$ cat src/rtl/color_scan_sched.sv
// Two-sensor colour scan scheduler: round-robin grant, filter settle, edge-count windows per colour.
// Optional macro COLOR_CLEAR_EN adds a clear-filter phase (select 2'b10) after blue and output cnt_c.
module color_scan_sched #(
    parameter int SETTLE_US = 100,
    parameter int WINDOW_US = 2000,
    parameter int CNT_W     = 10
) (
    input  logic             clkus,
    input  logic             rst_n,
    input  logic             req_object,
    input  logic             req_station,
    input  logic             object_wave,
    input  logic             station_wave,
    output logic [1:0]       object_select,
    output logic [1:0]       station_select,
    output logic             object_led,
    output logic             station_led,
    output logic [CNT_W-1:0] cnt_r,
    output logic [CNT_W-1:0] cnt_g,
    output logic [CNT_W-1:0] cnt_b,
`ifdef COLOR_CLEAR_EN
    output logic [CNT_W-1:0] cnt_c,
`endif
    output logic             result_src,
    output logic             result_valid,
    input  logic             result_ready,
    output logic             busy
);

    localparam logic [1:0] S_IDLE    = 2'd0;
    localparam logic [1:0] S_SETTLE  = 2'd1;
    localparam logic [1:0] S_COUNT   = 2'd2;
    localparam logic [1:0] S_PRESENT = 2'd3;

`ifdef COLOR_CLEAR_EN
    localparam logic [1:0] LAST_COLOUR = 2'd3;
`else
    localparam logic [1:0] LAST_COLOUR = 2'd2;
`endif

    localparam int T_MAX = (SETTLE_US > WINDOW_US) ? SETTLE_US : WINDOW_US;
    localparam int TMR_W = $clog2(T_MAX + 1);
    localparam logic [TMR_W-1:0] SETTLE_LAST = TMR_W'(SETTLE_US - 1);
    localparam logic [TMR_W-1:0] WINDOW_LAST = TMR_W'(WINDOW_US - 1);
    localparam logic [CNT_W-1:0] CNT_MAX     = '1;

    logic [1:0]       state_q, state_d;
    logic             grant_q, grant_d;     // 0 = object, 1 = station
    logic             last_q, last_d;
    logic [1:0]       colour_q, colour_d;   // 0 R, 1 G, 2 B, 3 clear
    logic [TMR_W-1:0] timer_q, timer_d;
    logic [CNT_W-1:0] edge_cnt_q, edge_cnt_d;
    logic [2:0]       obj_sync_q, obj_sync_d;
    logic [2:0]       sta_sync_q, sta_sync_d;
    logic [CNT_W-1:0] shadow_r_q, shadow_r_d;
    logic [CNT_W-1:0] shadow_g_q, shadow_g_d;
    logic [CNT_W-1:0] cnt_r_q, cnt_r_d;
    logic [CNT_W-1:0] cnt_g_q, cnt_g_d;
    logic [CNT_W-1:0] cnt_b_q, cnt_b_d;
`ifdef COLOR_CLEAR_EN
    logic [CNT_W-1:0] shadow_b_q, shadow_b_d;
    logic [CNT_W-1:0] cnt_c_q, cnt_c_d;
`endif
    logic             result_src_q, result_src_d;
    logic             result_valid_q, result_valid_d;

    logic             obj_edge, sta_edge, wave_edge, granted_req, active;
    logic [CNT_W-1:0] cnt_inc;
    logic [1:0]       scan_select;

    // Bit 1 is the synchronized level; bit 2 is its previous value for rising-edge detection.
    assign obj_edge    = obj_sync_q[1] & ~obj_sync_q[2];
    assign sta_edge    = sta_sync_q[1] & ~sta_sync_q[2];
    assign wave_edge   = grant_q ? sta_edge : obj_edge;
    assign granted_req = grant_q ? req_station : req_object;
    assign cnt_inc     = (wave_edge && edge_cnt_q != CNT_MAX) ? edge_cnt_q + 1'b1 : edge_cnt_q;

    always_comb begin
        // NOTE: every variable gets its hold value first so no path through the case infers a latch.
        state_d        = state_q;
        grant_d        = grant_q;
        last_d         = last_q;
        colour_d       = colour_q;
        timer_d        = timer_q;
        edge_cnt_d     = edge_cnt_q;
        obj_sync_d     = {obj_sync_q[1:0], object_wave};
        sta_sync_d     = {sta_sync_q[1:0], station_wave};
        shadow_r_d     = shadow_r_q;
        shadow_g_d     = shadow_g_q;
        cnt_r_d        = cnt_r_q;
        cnt_g_d        = cnt_g_q;
        cnt_b_d        = cnt_b_q;
`ifdef COLOR_CLEAR_EN
        shadow_b_d     = shadow_b_q;
        cnt_c_d        = cnt_c_q;
`endif
        result_src_d   = result_src_q;
        result_valid_d = result_valid_q;

        case (state_q)
            S_IDLE: begin
                if (req_object || req_station) begin
                    grant_d    = (req_object && req_station) ? ~last_q : req_station;
                    last_d     = grant_d;
                    colour_d   = 2'd0;
                    timer_d    = '0;
                    edge_cnt_d = '0;
                    state_d    = S_SETTLE;
                end
            end
            S_SETTLE: begin
                edge_cnt_d = '0;
                if (!granted_req) begin
                    state_d = S_IDLE;
                end else if (timer_q == SETTLE_LAST) begin
                    timer_d = '0;
                    state_d = S_COUNT;
                end else begin
                    timer_d = timer_q + 1'b1;
                end
            end
            S_COUNT: begin
                if (!granted_req) begin
                    // Aborted scans leave the published counts untouched.
                    edge_cnt_d = '0;
                    state_d    = S_IDLE;
                end else if (timer_q == WINDOW_LAST) begin
                    timer_d    = '0;
                    edge_cnt_d = '0;
                    case (colour_q)
                        2'd0:    shadow_r_d = cnt_inc;
                        2'd1:    shadow_g_d = cnt_inc;
`ifdef COLOR_CLEAR_EN
                        2'd2:    shadow_b_d = cnt_inc;
`endif
                        default: ;
                    endcase
                    if (colour_q == LAST_COLOUR) begin
                        cnt_r_d        = shadow_r_q;
                        cnt_g_d        = shadow_g_q;
`ifdef COLOR_CLEAR_EN
                        cnt_b_d        = shadow_b_q;
                        cnt_c_d        = cnt_inc;
`else
                        cnt_b_d        = cnt_inc;
`endif
                        result_src_d   = grant_q;
                        result_valid_d = 1'b1;
                        state_d        = S_PRESENT;
                    end else begin
                        colour_d = colour_q + 2'd1;
                        state_d  = S_SETTLE;
                    end
                end else begin
                    edge_cnt_d = cnt_inc;
                    timer_d    = timer_q + 1'b1;
                end
            end
            S_PRESENT: begin
                if (result_ready) begin
                    result_valid_d = 1'b0;
                    state_d        = S_IDLE;
                end
            end
            default: state_d = S_IDLE;
        endcase
    end

    always_ff @(posedge clkus or negedge rst_n) begin
        if (!rst_n) begin
            state_q        <= S_IDLE;
            grant_q        <= 1'b0;
            last_q         <= 1'b1;
            colour_q       <= 2'd0;
            timer_q        <= '0;
            edge_cnt_q     <= '0;
            obj_sync_q     <= '0;
            sta_sync_q     <= '0;
            shadow_r_q     <= '0;
            shadow_g_q     <= '0;
            cnt_r_q        <= '0;
            cnt_g_q        <= '0;
            cnt_b_q        <= '0;
`ifdef COLOR_CLEAR_EN
            shadow_b_q     <= '0;
            cnt_c_q        <= '0;
`endif
            result_src_q   <= 1'b0;
            result_valid_q <= 1'b0;
        end else begin
            // NOTE: non-blocking assignments keep every flop sampling pre-edge values.
            state_q        <= state_d;
            grant_q        <= grant_d;
            last_q         <= last_d;
            colour_q       <= colour_d;
            timer_q        <= timer_d;
            edge_cnt_q     <= edge_cnt_d;
            obj_sync_q     <= obj_sync_d;
            sta_sync_q     <= sta_sync_d;
            shadow_r_q     <= shadow_r_d;
            shadow_g_q     <= shadow_g_d;
            cnt_r_q        <= cnt_r_d;
            cnt_g_q        <= cnt_g_d;
            cnt_b_q        <= cnt_b_d;
`ifdef COLOR_CLEAR_EN
            shadow_b_q     <= shadow_b_d;
            cnt_c_q        <= cnt_c_d;
`endif
            result_src_q   <= result_src_d;
            result_valid_q <= result_valid_d;
        end
    end

    always_comb begin
        scan_select = 2'b11;
        case (colour_q)
            2'd0:    scan_select = 2'b00;
            2'd1:    scan_select = 2'b11;
            2'd2:    scan_select = 2'b01;
            default: scan_select = 2'b10;
        endcase
    end

    // Outputs decode from state flops, so reset reaches them without waiting for a clock.
    assign active         = (state_q != S_IDLE);
    assign busy           = active;
    assign object_led     = active && !grant_q;
    assign station_led    = active && grant_q;
    assign object_select  = object_led  ? scan_select : 2'b11;
    assign station_select = station_led ? scan_select : 2'b11;
    assign cnt_r          = cnt_r_q;
    assign cnt_g          = cnt_g_q;
    assign cnt_b          = cnt_b_q;
`ifdef COLOR_CLEAR_EN
    assign cnt_c          = cnt_c_q;
`endif
    assign result_src     = result_src_q;
    assign result_valid   = result_valid_q;

endmodule

$ cat config.mk
export PLATFORM = sky130hd
export DESIGN_NAME = color_scan_sched
export DESIGN_NICKNAME = d
export VERILOG_FILES = /design/src/rtl/color_scan_sched.sv
export SDC_FILE = /design/constraint.sdc
export NUM_CORES = 1
export LEC_CHECK = 0
export CAP_MARGIN = 30
export CORE_UTILIZATION = 56
export DETAILED_ROUTE_END_ITERATION = 16
export GPL_TIMING_DRIVEN = 0
export PLACE_DENSITY = 0.86
export SLEW_MARGIN = 5
export SYNTH_ARGS = -nofsm -noshare
export SYNTH_HDL_FRONTEND = slang
export SYNTH_SLANG_ARGS = --single-unit
$ cat constraint.sdc
create_clock -name clkus -period 2.5 [get_ports clkus]
set_input_delay 0.375 -clock clkus [delete_from_list [all_inputs] [get_ports clkus]]
set_output_delay 0.375 -clock clkus [all_outputs]
set_load 0.02 [all_outputs]
==> results of run 1 <==
[layout by cell type (no fill, tap or decap), drive strengths merged, types with 6 or more instances in the layout]
cell type	instances
o21ai	38
mux2	22
buf	8
nand3	21
nor2	12
dfrtp	84
clkbuf	15
nand4	6
inv	15
a21oi	11
nand2b	6
clkdlybuf4s50	38
nand2	61
ha	10
[cells by family after synthesis]
logic type	synth area share (%)
AO/OA/AOI/OAI	13.4
flip-flops	53.4
adder cells (fa/ha/maj)	3.14
multiplexers	7.79
buffers and inverters	2.76
AND/OR/NAND/NOR	18.3
XOR/XNOR	1.10
[cell type report]
cell class | instances | area [µm²] | share of cell area, %
multi-input cells | 261 | 1750 | 36.3
repair buffers | 47 | 497 | 10.3
plain buffers | 12 | 65.1 | 1.35
clock inverters | 7 | 81.3 | 1.69
inverters | 12 | 45.0 | 0.937
clock buffers | 9 | 124 | 2.58
well taps | 96 | 120 | 2.50
flip-flops and latches | 85 | 2130 | 44.3
[synthesized netlist by cell type, types with 2 or more instances]
cell / count / area [µm²]
ha_1: 10 / 125
nand2_1: 61 / 229
clkbuf_1: 7 / 26.3
a31oi_1: 4 / 25.0
and4_1: 3 / 26.3
o21ai_0: 38 / 190
mux2_1: 2 / 22.5
nor2_1: 10 / 37.5
buf_2: 4 / 20.0
or2_2: 3 / 18.8
mux2_2: 20 / 225
and3_1: 4 / 25.0
a21boi_0: 2 / 15.0
nor3_2: 2 / 20.0
o31ai_1: 2 / 15.0
or3_1: 2 / 12.5
nor3b_2: 2 / 25.0
xnor2_1: 3 / 26.3
o311ai_0: 5 / 43.8
o22ai_1: 3 / 18.8
and2_1: 3 / 18.8
inv_1: 12 / 45.0
nor2_2: 2 / 12.5
a21oi_1: 10 / 50.1
a22o_1: 2 / 17.5
nand3_1: 18 / 90.1
nand4_1: 6 / 37.5
dfrtp_1: 84 / 2100
a21o_1: 2 / 15.0
nand2b_1: 6 / 37.5
xor2_1: 2 / 17.5
nand3_2: 3 / 30.0
nor2b_1: 2 / 12.5
o32a_1: 2 / 20.0
mux2i_1: 4 / 40.0
a21boi_2: 2 / 22.5
o2bb2ai_1: 4 / 35.0
[per-stage QoR]
| stage | instances | total power, mW |
|---|---|---|
| 2_1_floorplan | 371 | 2.07 |
| 3_3_place_gp | 512 | 2.33 |
| 3_5_place_dp | 513 | 2.36 |
| 4_1_cts | 530 | 3.35 |
| 5_1_grt | 529 | 3.51 |
| 6_report | 529 | 3.33 |
[critical path: cells and delay by family, from the launching register on]
kind	cells	cell delay (ns)
buf+inv	3	0.61
flops	1	0.41
fa+ha+maj	1	0.23
simple gates	1	0.39
[where the power goes]
part | total, mW | internal [mW] | switching [mW] | leakage (nW)
Clock | 0.995 | 0.477 | 0.518 | 0.106
Combinational | 0.874 | 0.360 | 0.515 | 0.852
Sequential | 1.46 | 1.43 | 0.0364 | 1.17
[what timing repair did]
action	in CTS	in global routing
hold buffers	1	0
cloned	0	0
pin swaps	0	1
resized for setup	3	7
hold endpoints to repair	14	0
setup endpoints to repair	5	27
[sequential cells by signal (all words and copies together) (netlist names)]
name          cells
edge_cnt_q       10
timer_q          11
colour_q          2
result_valid      1
cnt_g            10
state_q           2
last_q            1
cnt_b            10
cnt_r            10
shadow_r_q       10
shadow_g_q       10
obj_sync_q        3
sta_sync_q        3
result_src        1
grant_q           1
[per-layer routing]
layer	track usage, %	up-vias
met3	5.52	23
li1	-	1448
met2	43.4	119
met5	0	-
met4	12.0	0
met1	30.9	1496
[worst max-delay path by stage]
stage | depth (start not counted) | slack (ns) | end | start
5_1_grt | 7 | 0.04 | shadow_r_q[9] | timer_q[0]
2_1_floorplan | 8 | 0.49 | cnt_r[6] | state_q[0]
3_3_place_gp | 1 | -1.84 | sta_sync_q[0] | rst_n
3_5_place_dp | 7 | -0.0005 | edge_cnt_q[3] | req_object
4_1_cts | 5 | 0.03 | station_led | state_q[0]
6_report | 5 | 0.13 | object_select[0] | state_q[0]
==> out/results.tsv, run 1 <==
metric	value	unit
ant_nets	0	
placed_cell_area	4580	µm²
synthDistinctLibCells	57	
clk_latency	0.36	ns
chipWidth	86.3	µm
worst-endpoint-arrival	2.00	ns
outcome	complete, no violations	
rrSetupSlack	0.21	ns
routedWlPerCell	16.3	µm
numCtsBuffers	9	
critPathLaunchType	flop	
path_cells	inv_1 > ha_1 > clkbuf_4 > or3_1 > dlygate4sd2_1	
drive_gt1_share	15.7	%
coreArea	6830	µm²
max_cap_violations	0	
r2r-end	edge_cnt_q[3]	
max_stage_delay	0.41	ns
cts_tree	yes	
dpl_worst_slack	-0.000498	ns
nNetsFinal	445	
setup_ws	0.127	ns
cts.sink_count	85	
insertedDiodeCount	0	
avgSynthCellArea	10.7	µm²
synth-edff-count	0	
cp_slowest_cell	dfrtp_1	
synthFlopType	dfrtp_1	
syn2layout_area_growth	20.7	%
finalHoldViolations	0	
ir_worst_vdd	0.486	mV
ys_ff_latch	85	
min_period_over_period	94.9	%
min_from	obj_sync_q[0]	
highest_layer	met4	
dr.pass1.iters	4	
finalSetupViolCount	0	
grt_overflow	0	
clkTransAtPathRegs	0.08	ns
holdPathEnd	obj_sync_q[1]	
die-area	7450	µm²
grt_antenna_before_repair	0	
syn-cell-area	3980	µm²
grt_pass1_vias	3060	
critPathRequiredTime	2.12	ns
drcViolationCount	0	
maxSlewViolCount	0	
syn_nets	388	
finalSetupTns	0	ns
worst_hold_slack	0.357	ns
fin_util	70.4	%
drt-met1-wl	3520	µm
power.leakage	2.12	nW
cts_setup_buffers	0	
grt_pass1_wl	14400	µm
ios	46	
period_minus_slack	2.37	ns
viasPerCell	5.83	
initial_core_util	58.3	%
rr_startpoint	state_q[0]	
fin_skew	0.00976	ns
place_congestion	0.894	
grt_max_degree	72	
rows	30	
worst_pin_slew	0.548	ns
path_class	flop to output pin	
ys_warn_count	0	
fmax	421	MHz
worstHoldPathType	flop to flop	
worstSetupEndpointType	output pin	
ff2ff_path_depth	8	
slew_headroom	63.3	%
dp_hpwl	6030	µm
fin_area	4810	µm²
max-clock-path-buffers	2	
synth_seq_area_share	53.4	%
drt_iter0_markers	226	
wl	8640	µm
rsz0062_at_grt	false	
fillers	501	
netlist_instances	371	
root_buffer	clkbuf_8	
powerDensity	693	nW/µm²
cp_max_fo	10	
dr_wl_met2	4420	µm
die_y	86.3	µm
io_buffers	45	
grtUsageTotal	25.4	%
num_vias	3086	
ctsHtreeMaxLevel	3	
met3_length	448	µm
async_flop_share	100	%
min_path_cells	0	
No activity file was read; power rests on OpenSTA's default activity.
==> run 2: changes to the inputs <==
Settings changed: ABC_AREA set to 1, CORE_ASPECT_RATIO set to 0.5, MAX_ROUTING_LAYER set to met4, PLACE_DENSITY 0.86 to 0.85.
==> run 2 against run 1 <==
  * Die area grew 4.6%
  * Critical path depth is the same
  * Final area grew 5.3%
  * Non-clock buffer count shrank 2
  * Largest cell class unchanged
  * Synthesized cell count grew 48%
  * Combinational power grew 36%
  * Total power grew 22%
  * Sequential share of layout area shrank 2.2 points
  * Clock power grew 35%
  * Flip-flop and latch count is the same
  * Clock-buffer cell count grew 2
  * Highest routed layer unchanged
  * Routed wire length grew 10%
==> out/results.tsv, run 2 <==
metric	value	unit
ios	46	
cp_slowest_cell	clkdlybuf4s50_1	
dr.pass1.iters	5	
power_frac_seq	37.5	%
max_cap_violations	0	
grt_util_met2	43.4	%
fillers	531	
finalHoldViolations	0	
initial_core_util	59.9	%
die_y	62.9	µm
drt_iter0_markers	303	
final_common_cell	nand2_1	
worstHoldPathType	flop to flop	
synth_top_area_share	50.6	%
switching_share	34.7	%
viasPerCell	5.22	
grt_pass1_vias	3432	
fmax	429	MHz
period_minus_slack	2.33	ns
crit_buf_inv	2	
grt_overflow	0	
synth_area_leaders	dfrtp_1 51%, nand2_1 25%, nand3_1 4.9%	
async_flop_share	100	%
nNetsFinal	624	
synth_seq_area_share	51.2	%
num_vias	3669	
max-clock-path-buffers	2	
critPathRequiredTime	2.12	ns
largest_reg_flops	11	
grt_max_degree	73	
synthDistinctLibCells	29	
p_comb_share	29.4	%
worst-endpoint-arrival	1.96	ns
insertedDiodeCount	0	
outcome	complete, no violations	
dp_hpwl	6430	µm
path_cells	inv_1 > ha_1 > nor2_1 > nand3_1 > clkdlybuf4s50_1	
syn2layout_area_growth	21.7	%
met1_usage	34.9	%
drive_gt1_share	6.71	%
syn_nets	566	
io_buffers	45	
synthTopCellsByCount	272 x nand2_1, 84 x dfrtp_1, 47 x inv_1, 41 x nand3_1, 30 x nor2_1	
synth-edff-count	0	
place_congestion	0.884	
clkPwrFrac	33.1	%
power.leakage	2.65	nW
yosys.area.top_type	dfrtp_1	
coreArea	6940	µm²
grt.busiest_layer	met2	
powerDensity	801	nW/µm²
cts.sink_count	85	
chipWidth	124	µm
path_delay_family	buffers and inverters	
fin_skew	0.00794	ns
clkTransAtPathRegs	0.06	ns
drcViolationCount	0	
grt_pass1_wl	16100	µm
die-area	7790	µm²
power.total	4.05	mW
grt_antenna_before_repair	0	
ys_ff_latch	85	
wl	9530	µm
cts_setup_buffers	0	
rows	21	
ant_nets	0	
top_register	timer_q	
worstSetupEndpointType	output pin	
regArea	2130	µm²
path_class	flop to output pin	
cp_max_fo	7	
synthFlopType	dfrtp_1	
slew_headroom	40.5	%
final_cell_mix	272 x nand2_1, 84 x dfrtp_1, 47 x inv_1	
avgSynthCellArea	7.57	µm²
maxSlewViolCount	0	
netlist_instances	549	
rsz0062_at_grt	false	
cts_tree	yes	
ctsHtreeMaxLevel	3	
use_met3	7.66	%
finalSetupViolCount	0	
p_int	2.65	mW
routedWlPerCell	13.6	µm
min_period_over_period	93.2	%
yosysMostFrequentCell	nand2_1	
root_buffer	clkbuf_16	
grtUsageTotal	28.2	%
critPathLaunchType	flop	
finalSetupTns	0	ns
worst_pin_slew	0.883	ns
ys_warn_count	0	
rrSetupSlack	0.33	ns
ir_worst_vdd	0.452	mV
max_stage_delay	0.55	ns
syn-cell-area	4160	µm²
multi_input_area	1790	µm²
p_sw	1.41	mW
numCtsBuffers	9	
clk_latency	0.34	ns
==> run 2: cells by family after synthesis <==
family / count (synthesis) / share of synthesized area, %
buffers and inverters: 62 / 5.93
flip-flops: 85 / 51.2
XOR/XNOR: 4 / 0.843
adder cells (fa/ha/maj): 10 / 3.01
AND/OR/NAND/NOR: 359 / 35.2
AO/OA/AOI/OAI: 29 / 3.85
==> run 2: layout make-up <==
class	instances	share of cell area, %
Buffer	10	1.01
Clock buffer	11	4.80
Clock inverter	4	1.11
Inverter	52	3.86
Multi-Input combinational cell	402	35.3
Sequential cell	85	42.1
Tap cell	92	2.27
Timing Repair Buffer	47	9.59
==> run 2: worst paths after layout <==
kind | start | depth (start not counted) | endpoint
max | state_q[0] | 5 | object_select[1]
min | obj_sync_q[0] | 0 | obj_sync_q[1]
min reg2reg | obj_sync_q[0] | 0 | obj_sync_q[1]
max reg2reg | edge_cnt_q[0] | 10 | shadow_g_q[3]
max in group asynchronous | rst_n | 3 | last_q
min in group asynchronous | rst_n | 2 | timer_q[7]
==> run 2: power groups by stage <==
stage	registers (mW)	clock network, mW	logic [mW]
floorplan	1.54	0	0.750
global placement	1.54	0	1.15
detailed placement	1.54	0	1.17
CTS	1.52	1.35	1.19
global route	1.53	1.43	1.32
finish	1.52	1.34	1.19
==> run 2: metrics by stage <==
step	instance area (µm²)	instances	utilization (%)	setup slack [ns]	hold WS (ns)
6_report	5060	703	72.9	0.170	0.351
2_1_floorplan	4160	549	-	0.773	0.0794
5_1_grt	5060	703	72.9	0.00746	0.358
3_5_place_dp	4750	687	68.5	0.317	0.248
3_3_place_gp	4720	686	68.1	-1.85	0.334
4_1_cts	5060	703	72.9	0.125	0.350
==> run 2: what timing repair did <==
action	in CTS	in global routing
endpoints found under the hold margin	13	0
hold buffers	1	0
setup endpoints to repair	0	2
gates resized for setup	0	1
==> run 2: metal layers <==
layer | routed length, µm | vias up
met5 | 0 | -
met1 | 4180 | 1690
met3 | 540 | 27
met4 | 249 | 0
li1 | - | 1824
met2 | 4560 | 128
==> run 3: changes to the inputs <==
Settings changed: GPL_TIMING_DRIVEN 0 to unset.
==> run 3 against run 2 <==
  * Sequential share of layout area is 0.15 points higher
  * Die area unchanged
  * Clock power about the same
  * Routed wire length is 4.4% lower
  * First-iteration DRC count shrank 22%
  * Non-clock buffer count fell by 4
  * Sequential power about the same
  * Highest routed layer unchanged
==> out/results.tsv, run 3 (same netlist as run 2, synthesis figures left out) <==
metric	value	unit
clk_latency	0.35	ns
rrSetupSlack	0.47	ns
initial_core_util	59.9	%
maxSlewViolCount	0	
final_cell_mix	272 x nand2_1, 84 x dfrtp_1, 47 x inv_1	
syn2layout_area_growth	21.3	%
period_minus_slack	2.34	ns
path_delay_family	buffers and inverters	
grtUsageTotal	27.2	%
min_period_over_period	93.7	%
ctsHtreeMaxLevel	3	
ios	46	
drt_iter0_markers	236	
final_common_cell	nand2_1	
crit_buf_inv	2	
outcome	complete, no violations	
worstHoldPathType	input pin to async pin	
rsz0062_at_grt	false	
finalHoldViolations	0	
power.total	4.06	mW
dp_hpwl	6390	µm
powerDensity	806	nW/µm²
critPathLaunchType	flop	
clkTransAtPathRegs	0.06	ns
grt_pass1_wl	15500	µm
ir_worst_vdd	0.433	mV
grt_pass1_vias	3353	
worst-endpoint-arrival	1.97	ns
routedWlPerCell	13.0	µm
wl	9110	µm
viasPerCell	5.21	
slew_headroom	62.6	%
cts_tree	yes	
path_class	flop to output pin	
largest_reg_flops	11	
root_buffer	clkbuf_16	
cts.sink_count	85	
chipWidth	124	µm
drive_gt1_share	6.58	%
fin_skew	0.00962	ns
dr.pass1.iters	4	
max-clock-path-buffers	2	
max_cap_violations	0	
cp_max_fo	7	
drcViolationCount	0	
numCtsBuffers	9	
top_register	timer_q	
power.leakage	2.64	nW
cp_slowest_cell	clkdlybuf4s50_1	
coreArea	6940	µm²
die_y	62.9	µm
max_stage_delay	0.64	ns
nNetsFinal	620	
die-area	7790	µm²
worst_pin_slew	0.555	ns
grt_antenna_before_repair	0	
io_buffers	45	
finalSetupViolCount	0	
finalSetupTns	0	ns
critPathRequiredTime	2.12	ns
num_vias	3649	
grt_max_degree	46	
place_congestion	0.872	
grt_overflow	0	
rows	21	
insertedDiodeCount	0	
ant_nets	0	
path_cells	inv_1 > ha_1 > nor2_1 > clkdlybuf4s50_1	
worstSetupEndpointType	output pin	
fmax	427	MHz
-- run 3: changes by cell type in the layout (fill, tap and decap cells not counted) --
cell | previous run | this run
buf_2 | 8 | 0
buf_4 | 2 | 9
buf_16 | 1 | 0
clkbuf_1 | 2 | 1
clkinv_4 | 1 | 2
dlygate4sd3_1 | 1 | 0
inv_6 | 2 | 1
inv_8 | 0 | 1
-- run 3: metrics by stage --
stage          area (µm²)  instances  utilization [%]  hold slack, ns  setup WS, ns
2_1_floorplan        4160        549                -          0.0794         0.773
3_3_place_gp         4730        684             68.2           0.334         0.482
3_5_place_dp         4730        684             68.2           0.337         0.402
4_1_cts              5040        700             72.7          0.0421         0.152
5_1_grt              5040        700             72.7          0.0694        0.0248
6_report             5040        700             72.7          0.0277         0.158
-- run 3: per-layer routing --
| layer | wire (µm) | GRT usage [%] |
|---|---|---|
| met5 | 0 | - |
| met4 | 106 | 7.08 |
| met3 | 495 | 7.30 |
| met2 | 4310 | 43.0 |
| met1 | 4200 | 34.5 |
-- run 3: cell type report --
| cell class | instances | area, µm² |
|---|---|---|
| flip-flops and latches | 85 | 2130 |
| clock buffers | 11 | 243 |
| well taps | 92 | 115 |
| multi-input cells | 402 | 1790 |
| repair buffers | 53 | 508 |
| fillers | 527 | 1890 |
| inverters | 52 | 195 |
| clock inverters | 5 | 67.6 |
-- run 3: worst paths after layout --
check,from,to,depth (start not counted)
hold reg to reg,sta_sync_q[0],sta_sync_q[1],0
min in group clkus,sta_sync_q[0],sta_sync_q[1],0
hold / removal,rst_n,timer_q[8],1
max in group asynchronous,rst_n,cnt_r[4],2
setup / recovery,state_q[0],station_led,4
setup reg to reg,state_q[0],cnt_r[6],7
-- run 3: timing repair --
action / CTS / global route
setup endpoints to repair: 0 / 1
resized for setup: 0 / 1
hold buffers: 0 / 0
setup buffers: 0 / 0
-- run 3: where the power goes --
part	internal (mW)	switching, mW
Combinational	0.384	0.788
Sequential	1.45	0.0689
Clock	0.815	0.555
Total	2.65	1.41
